### config.mk
export PLATFORM = sky130hd
export DESIGN_NAME = au_absval_norm_seq
export DESIGN_NICKNAME = d
export VERILOG_FILES = /design/src/rtl/au_absval_norm_seq.sv
export SDC_FILE = /design/constraint.sdc
export NUM_CORES = 1
export LEC_CHECK = 0
export BUFFER_PORTS_ARGS = -buffer_cell sky130_fd_sc_hd__buf_2
export CORE_AREA = 2 2 53 55
export DETAILED_ROUTE_END_ITERATION = 7
export DIE_AREA = 0 0 55 57
export GPL_TIMING_DRIVEN = 0
export SYNTH_ARGS = -nofsm -noshare
export SYNTH_HDL_FRONTEND = slang
export SYNTH_SLANG_ARGS = --single-unit
### constraint.sdc
create_clock -name clk -period 4.45 [get_ports clk]
set_input_delay 1.1125 -clock clk [delete_from_list [all_inputs] [get_ports clk]]
set_output_delay 1.1125 -clock clk [all_outputs]
set_load 0.01 [all_outputs]
### src/rtl/au_absval_norm_seq.sv
// au_absval_norm_seq
// Sequential magnitude normalizer. It accepts one signed two's-complement word
// and forms its magnitude. It then left-shifts the magnitude one bit per clock
// until the MSB is 1. It returns the sign, the normalized magnitude, the shift
// count and a zero flag. Only one word is in flight at a time.
//
// Ports:
//   clk        clock, rising edge
//   rst        synchronous reset, active-high
//   in_valid   input word valid
//   in_ready   block can accept a word (IDLE only)
//   a          signed input word
//   out_valid  result valid (DONE only)
//   out_ready  downstream accepts result
//   sign       sign of the accepted word
//   mant       normalized magnitude
//   shift      number of left shifts applied
//   zero       accepted word was 0
module au_absval_norm_seq #(
    parameter int unsigned WIDTH = 8,
    localparam int unsigned SW = ($clog2(WIDTH) > 1) ? $clog2(WIDTH) : 1
) (
    input  logic             clk,
    input  logic             rst,
    input  logic             in_valid,
    output logic             in_ready,
    input  logic [WIDTH-1:0] a,
    output logic             out_valid,
    input  logic             out_ready,
    output logic             sign,
    output logic [WIDTH-1:0] mant,
    output logic [SW-1:0]    shift,
    output logic             zero
);

    typedef enum logic [1:0] {
        StIdle  = 2'd0,
        StShift = 2'd1,
        StDone  = 2'd2
    } state_e;

    state_e             r_state;
    state_e             w_state_next;
    logic               r_sign;
    logic [WIDTH-1:0]   r_mant;
    logic [SW-1:0]      r_shift;
    logic               r_zero;
    logic [WIDTH-1:0]   w_abs;

    // The most negative input wraps to 100..0, which is its correct unsigned magnitude.
    assign w_abs = a[WIDTH-1] ? (~a + WIDTH'(1)) : a;

    always_ff @(posedge clk) begin
        if (rst) begin
            r_state <= StIdle;
        end else begin
            r_state <= w_state_next;
        end
    end

    always_comb begin
        w_state_next = r_state;
        case (r_state)
            StIdle: begin
                if (in_valid) begin
                    // Zero and already-normalized magnitudes need no shifting.
                    if (w_abs == '0 || w_abs[WIDTH-1]) begin
                        w_state_next = StDone;
                    end else begin
                        w_state_next = StShift;
                    end
                end
            end
            StShift: begin
                // The bit below the MSB reaches the MSB on this shift.
                if (r_mant[WIDTH-2]) begin
                    w_state_next = StDone;
                end
            end
            StDone: begin
                if (out_ready) begin
                    w_state_next = StIdle;
                end
            end
            default: w_state_next = StIdle;
        endcase
    end

    always_ff @(posedge clk) begin
        if (rst) begin
            r_sign  <= 1'b0;
            r_mant  <= '0;
            r_shift <= '0;
            r_zero  <= 1'b0;
        end else begin
            case (r_state)
                StIdle: begin
                    if (in_valid) begin
                        r_sign  <= a[WIDTH-1];
                        r_mant  <= w_abs;
                        r_shift <= '0;
                        r_zero  <= (a == '0);
                    end
                end
                StShift: begin
                    r_mant  <= {r_mant[WIDTH-2:0], 1'b0};
                    r_shift <= r_shift + SW'(1);
                end
                default: ;
            endcase
        end
    end

    assign in_ready  = (r_state == StIdle);
    assign out_valid = (r_state == StDone);
    assign sign      = r_sign;
    assign mant      = r_mant;
    assign shift     = r_shift;
    assign zero      = r_zero;

endmodule

# Yosys cells after proc, flatten, opt, wreduce, memory -nomap -nowiden
# Index checks and enable logic that the tools add are counted.
[totals]
reg_bits = 15
inputBits = 12
output_inout_bits = 15
wordCells = 31
[classes]
addsub = 2
eq_ne = 5
mux = 10
n_bitwise = 1
n_reduce_logical = 8
[ops]
columns = ["operator", "n"]
rows = [
  ["zero test 8 bit", 2],
  ["two-way mux 8 bit", 2],
  ["one-hot mux 8 bit (2 select lines)", 1],
  ["adder 8 x 1 -> 8 bit (second input constant)", 1],
  ["two-way mux 2 bit", 4],
  ["inverter 8 bit", 1],
  ["one-hot mux 2 bit (3 select lines)", 1],
  ["one-hot mux 3 bit (2 select lines)", 1],
  ["!= test 2 bit (second input constant)", 2],
  ["AND reduction 2 bit", 2],
  ["adder 3 x 1 -> 3 bit (second input constant)", 1],
  ["two-way mux 3 bit", 1],
  ["AND reduction 3 bit", 1],
  ["equality test 2 x 1 -> 1 bit (second input constant)", 1],
  ["equality test 2 bit (second input constant)", 1],
  ["zero test 2 bit", 1],
  ["!= test 2 x 1 -> 1 bit (second input constant)", 1],
  ["nonzero test 2 bit", 1],
  ["logical OR 1 bit", 1],
]

# Longest topological paths before layout
[logic_depth]
ltp_word = 8
ltp_mapped = 7

# Worst setup path after synthesis
# No wires, ideal clock.
[synth_timing]
path_kind = "input port to flip-flop"
startpoint = "in a[1]"
endpoint = "reg r_state[1]"
setup_ns = 0.079
arrival_time_ns = 2.410
setup_slack_ns = 1.960
cell_stages = 7
n_path_buf = 0
cell_sequence = "inv_1 > ha_1 > or3b_1 > a211oi_2 > and2_2 > o221ai_2 > a211oi_2"
[synth_between]
elab_chain_cells = 8
[synth_rtl]
columns = ["element", "line_no", "rtl"]
rows = [
  ["from (decl)", "27", "input logic [WIDTH-1:0] a,"],
  ["inverter 8 bit", "51", "assign w_abs = a[WIDTH-1] ? (~a + WIDTH'(1)) : a;"],
  ["adder 8 x 1 -> 8 bit", "51", ""],
  ["two-way mux 8 bit *", "51", ""],
  ["zero test 8 bit", "67", "if (w_abs == '0 || w_abs[WIDTH-1]) begin"],
  ["logical OR 1 bit *", "67", ""],
  ["two-way mux 2 bit *", "67", ""],
  ["two-way mux 2 bit *", "65", "if (in_valid) begin"],
  ["one-hot mux 2 bit (3 select lines) *", "63", "case (r_state)"],
  ["to (signal assigned)", "55", "r_state <= StIdle;"],
  ["to (signal assigned)", "57", "r_state <= w_state_next;"],
  ["to (decl)", "42", "state_e r_state;"],
]
# Mark *: on every way between the ends. The rest lies on a longest branch, timed or not. The select of a mux whose other input is x is not followed.
# A chain may end at the register's enable or synchronous reset.

# Worst setup path after layout
# Same ends and word-level chain as after synthesis.

==> flow_summary.json <==
{
  "status": "completed",
  "cts.clk_slew.worst_paths_ns": 0.10,
  "antenna_cells": 0,
  "area_delta_synth_final_pct": 18.70,
  "p_per_area_mw_per_mm2": 295.6,
  "hold_path.class": "reg2reg",
  "via_per_inst": 5.472,
  "r2r_start": "r_state[1]",
  "period_needed_ns": 2.549,
  "grt_setup_unrepaired": "false",
  "grt_max_degree": 11,
  "htreeDepth": 1,
  "ir_worst_vdd_mv": 0.2415,
  "gr-usage-all-layers": 0.1782,
  "initial_core_util": 0.3813,
  "use_met1": 0.2286,
  "register_area_um2": 300.3,
  "cts.sinks": 15,
  "synth_cells": 121,
  "cts_buffers": 3,
  "grt_overflow": 0,
  "synth-seq-cells": 15,
  "drv_slew": 0,
  "dr_total_vias": 985,
  "dieArea_mm2": 0.003135,
  "cts_buffer_depth": 2,
  "dpl.hpwl_um": 1912,
  "grt_pass1_vias": 930,
  "cp.required_ns": 4.67,
  "yosys.cell_types.count": 42,
  "drc_errors": 0,
  "finalWorstSetupSlack_ns": 1.901,
  "multi_input_area_um2": 614.3,
  "grt.met2_usage": 0.2874,
  "gp_congestion": 0.7611,
  "dp_slack_ns": 1.598,
  "finalCoreUtilization": 0.4526,
  "synth.yosys.seq_area_share": 0.3011,
  "syn_nets": 135,
  "maxCapViolations": 0,
  "drive_gt1_frac": 0.2886,
  "met3_usage": 0.03403,
  "slew_headroom": 0.6903,
  "syn_area_per_cell_um2": 8.241,
  "r2r_setup_slack_ns": 2.96,
  "startpoint": "a[1]",
  "rr_worst_depth": 6,
  "post_cts_buffers": 0,
  "fmax_ghz": 0.3923,
  "drt_iter0_drc": 41,
  "setup_tns_ns": 0,
  "cts_tree": "done",
  "ctsResizeCount": 0,
  "grt-busiest-layer": "met2",
  "root_buffer": "clkbuf_4",
  "syn-cell-area_um2": 997.2,
  "finClkSkew_ns": 0.006059,
  "finalSetupViolations": 0,
  "ant_nets": 0,
  "port_buffers": 24,
  "die_w_um": 55,
  "core_region_area_mm2": 0.002615,
  "grt_first_pass_wirelength_um": 4160,
  "worst_setup_path_end_kind": "flop",
  "holdPathStages": 2,
  "drt_wl_total_um": 2478,
  "crit_type": "in2reg",
  "crit_path_max_fanout": 8,
  "fp.dieH_um": 57,
  "place_area_mm2": 0.001156,
  "startpoint_type": "input pin",
  "cp.arrival_ns": 2.76,
  "ios": 27,
  "power_mw": 0.3498,
  "ys_warn_count": 0,
  "design_area_mm2": 0.001184,
  "finalHoldViolCount": 0,
  "wl_per_cell_um": 13.77,
  "ctsHoldBuffers": 0,
  "dr.pass1.iters": 6,
  "rows": 19,
  "tightest_slew_ns": 0.4603,
  "grt_antenna_before_repair": 0,
  "clk-insertion-delay-late_ns": 0.29,
  "finalCritPeriodShare": 0.5728,
  "fin_nets": 164,
  "p_leak_nw": 0.5113,
  "n_fill_cell": 274,
  "min-delay-start": "zero"
}
worst max-delay path, stage by stage:
cell      delay (ns)
buf_2           0.13
inv_1           0.09
ha_1            0.28
or3b_1          0.39
a211oi_2        0.24
and2_2          0.20
o221ai_2        0.09
a211oi_2        0.23
metal layers:
layer / part of all wire / wire (um)
met5: 0 / 0
met4: 0.0069 / 17
met3: 0.046 / 115
met2: 0.50 / 1247
met1: 0.44 / 1098
through the flow:
step | hold WS [ns] | instances
finish | 0.4771 | 180
global route | 0.5133 | 180
CTS | 0.4841 | 180
detailed placement | 0.4631 | 176
global placement | 0.4536 | 176
floorplan | 0.4902 | 121
power by group:
part / total (mW) / leakage (nW) / switching [mW] / internal (mW)
registers: 0.156 / 0.123 / 0.00944 / 0.147
logic: 0.112 / 0.371 / 0.0635 / 0.0489
clock network: 0.0813 / 0.0177 / 0.0479 / 0.0334
path summary, 6_finish.rpt:
kind                                    to
worst max register to register        sign
worst min-delay path                  zero
worst max-delay path            r_state[1]
worst min register to register        zero
synth_stat cells (all sizes together):
cell,n,area [um^2]
a2111oi,1,8.760
dfxtp,15,300.3
or3b,1,8.760
or2,1,6.260
nand4,2,12.51
a31oi,1,12.51
nor3,2,10.01
a21boi,2,15.01
nand3,1,5.000
a22oi,2,15.01
o21ai,3,15.01
xor2,2,17.52
nor2b,3,18.77
xnor2,2,17.52
or3,2,12.51
a21oi,7,35.03
and2b,2,16.27
inv,4,15.01
nand2b,5,31.28
a311oi,2,17.52
and2,3,21.27
nor4,2,12.51
nand4b,1,8.760
o21a,1,7.510
and3,1,7.510
nand2,4,15.01
o31ai,1,7.510
o221ai,1,15.01
and4bb,1,12.51
nand3b,1,7.510
mux2i,2,20.02
nor2,22,82.58
ha,2,25.02
buf,5,52.55
a211oi,5,47.54
clkbuf,4,15.01
a222oi,4,40.04
o22a,1,8.760
cells in the final DEF, fill, tap and decap left out, types with 3 or more instances in the layout:
cell      count
clkbuf_1      4
nor2_1       22
dfxtp_1      15
nand2_1       4
buf_2        24
buf_6         4
a211oi_1      3
nand2b_1      5
o21ai_0       3
nor2b_1       3
a21oi_1       7
clkbuf_4      3
inv_1         4
a222oi_1      4
state kept, by name, indices dropped and copies added (netlist names):
signal	flops
r_state	2
zero	1
mant	8
shift	3
sign	1
area by class of cell:
type,count,share of cell area
Clock buffer,3,0.01903
Sequential cell,15,0.2537
Multi-Input combinational cell,93,0.5190
Inverter,4,0.01268
Tap cell,31,0.03277
Timing Repair Buffer,24,0.1015
Clock inverter,1,0.004228
Buffer,9,0.05708
cell families after synthesis:
kind of cell,after synthesis,share of synthesized area
AO/OA/AOI/OAI,31,0.2459
XOR/XNOR,4,0.03514
adder cells (fa/ha/maj),2,0.02509
buffers and inverters,13,0.08280
flip-flops,15,0.3011
multiplexers,2,0.02008
AND/OR/NAND/NOR,54,0.2898
Power figures use the tool's default switching activity.
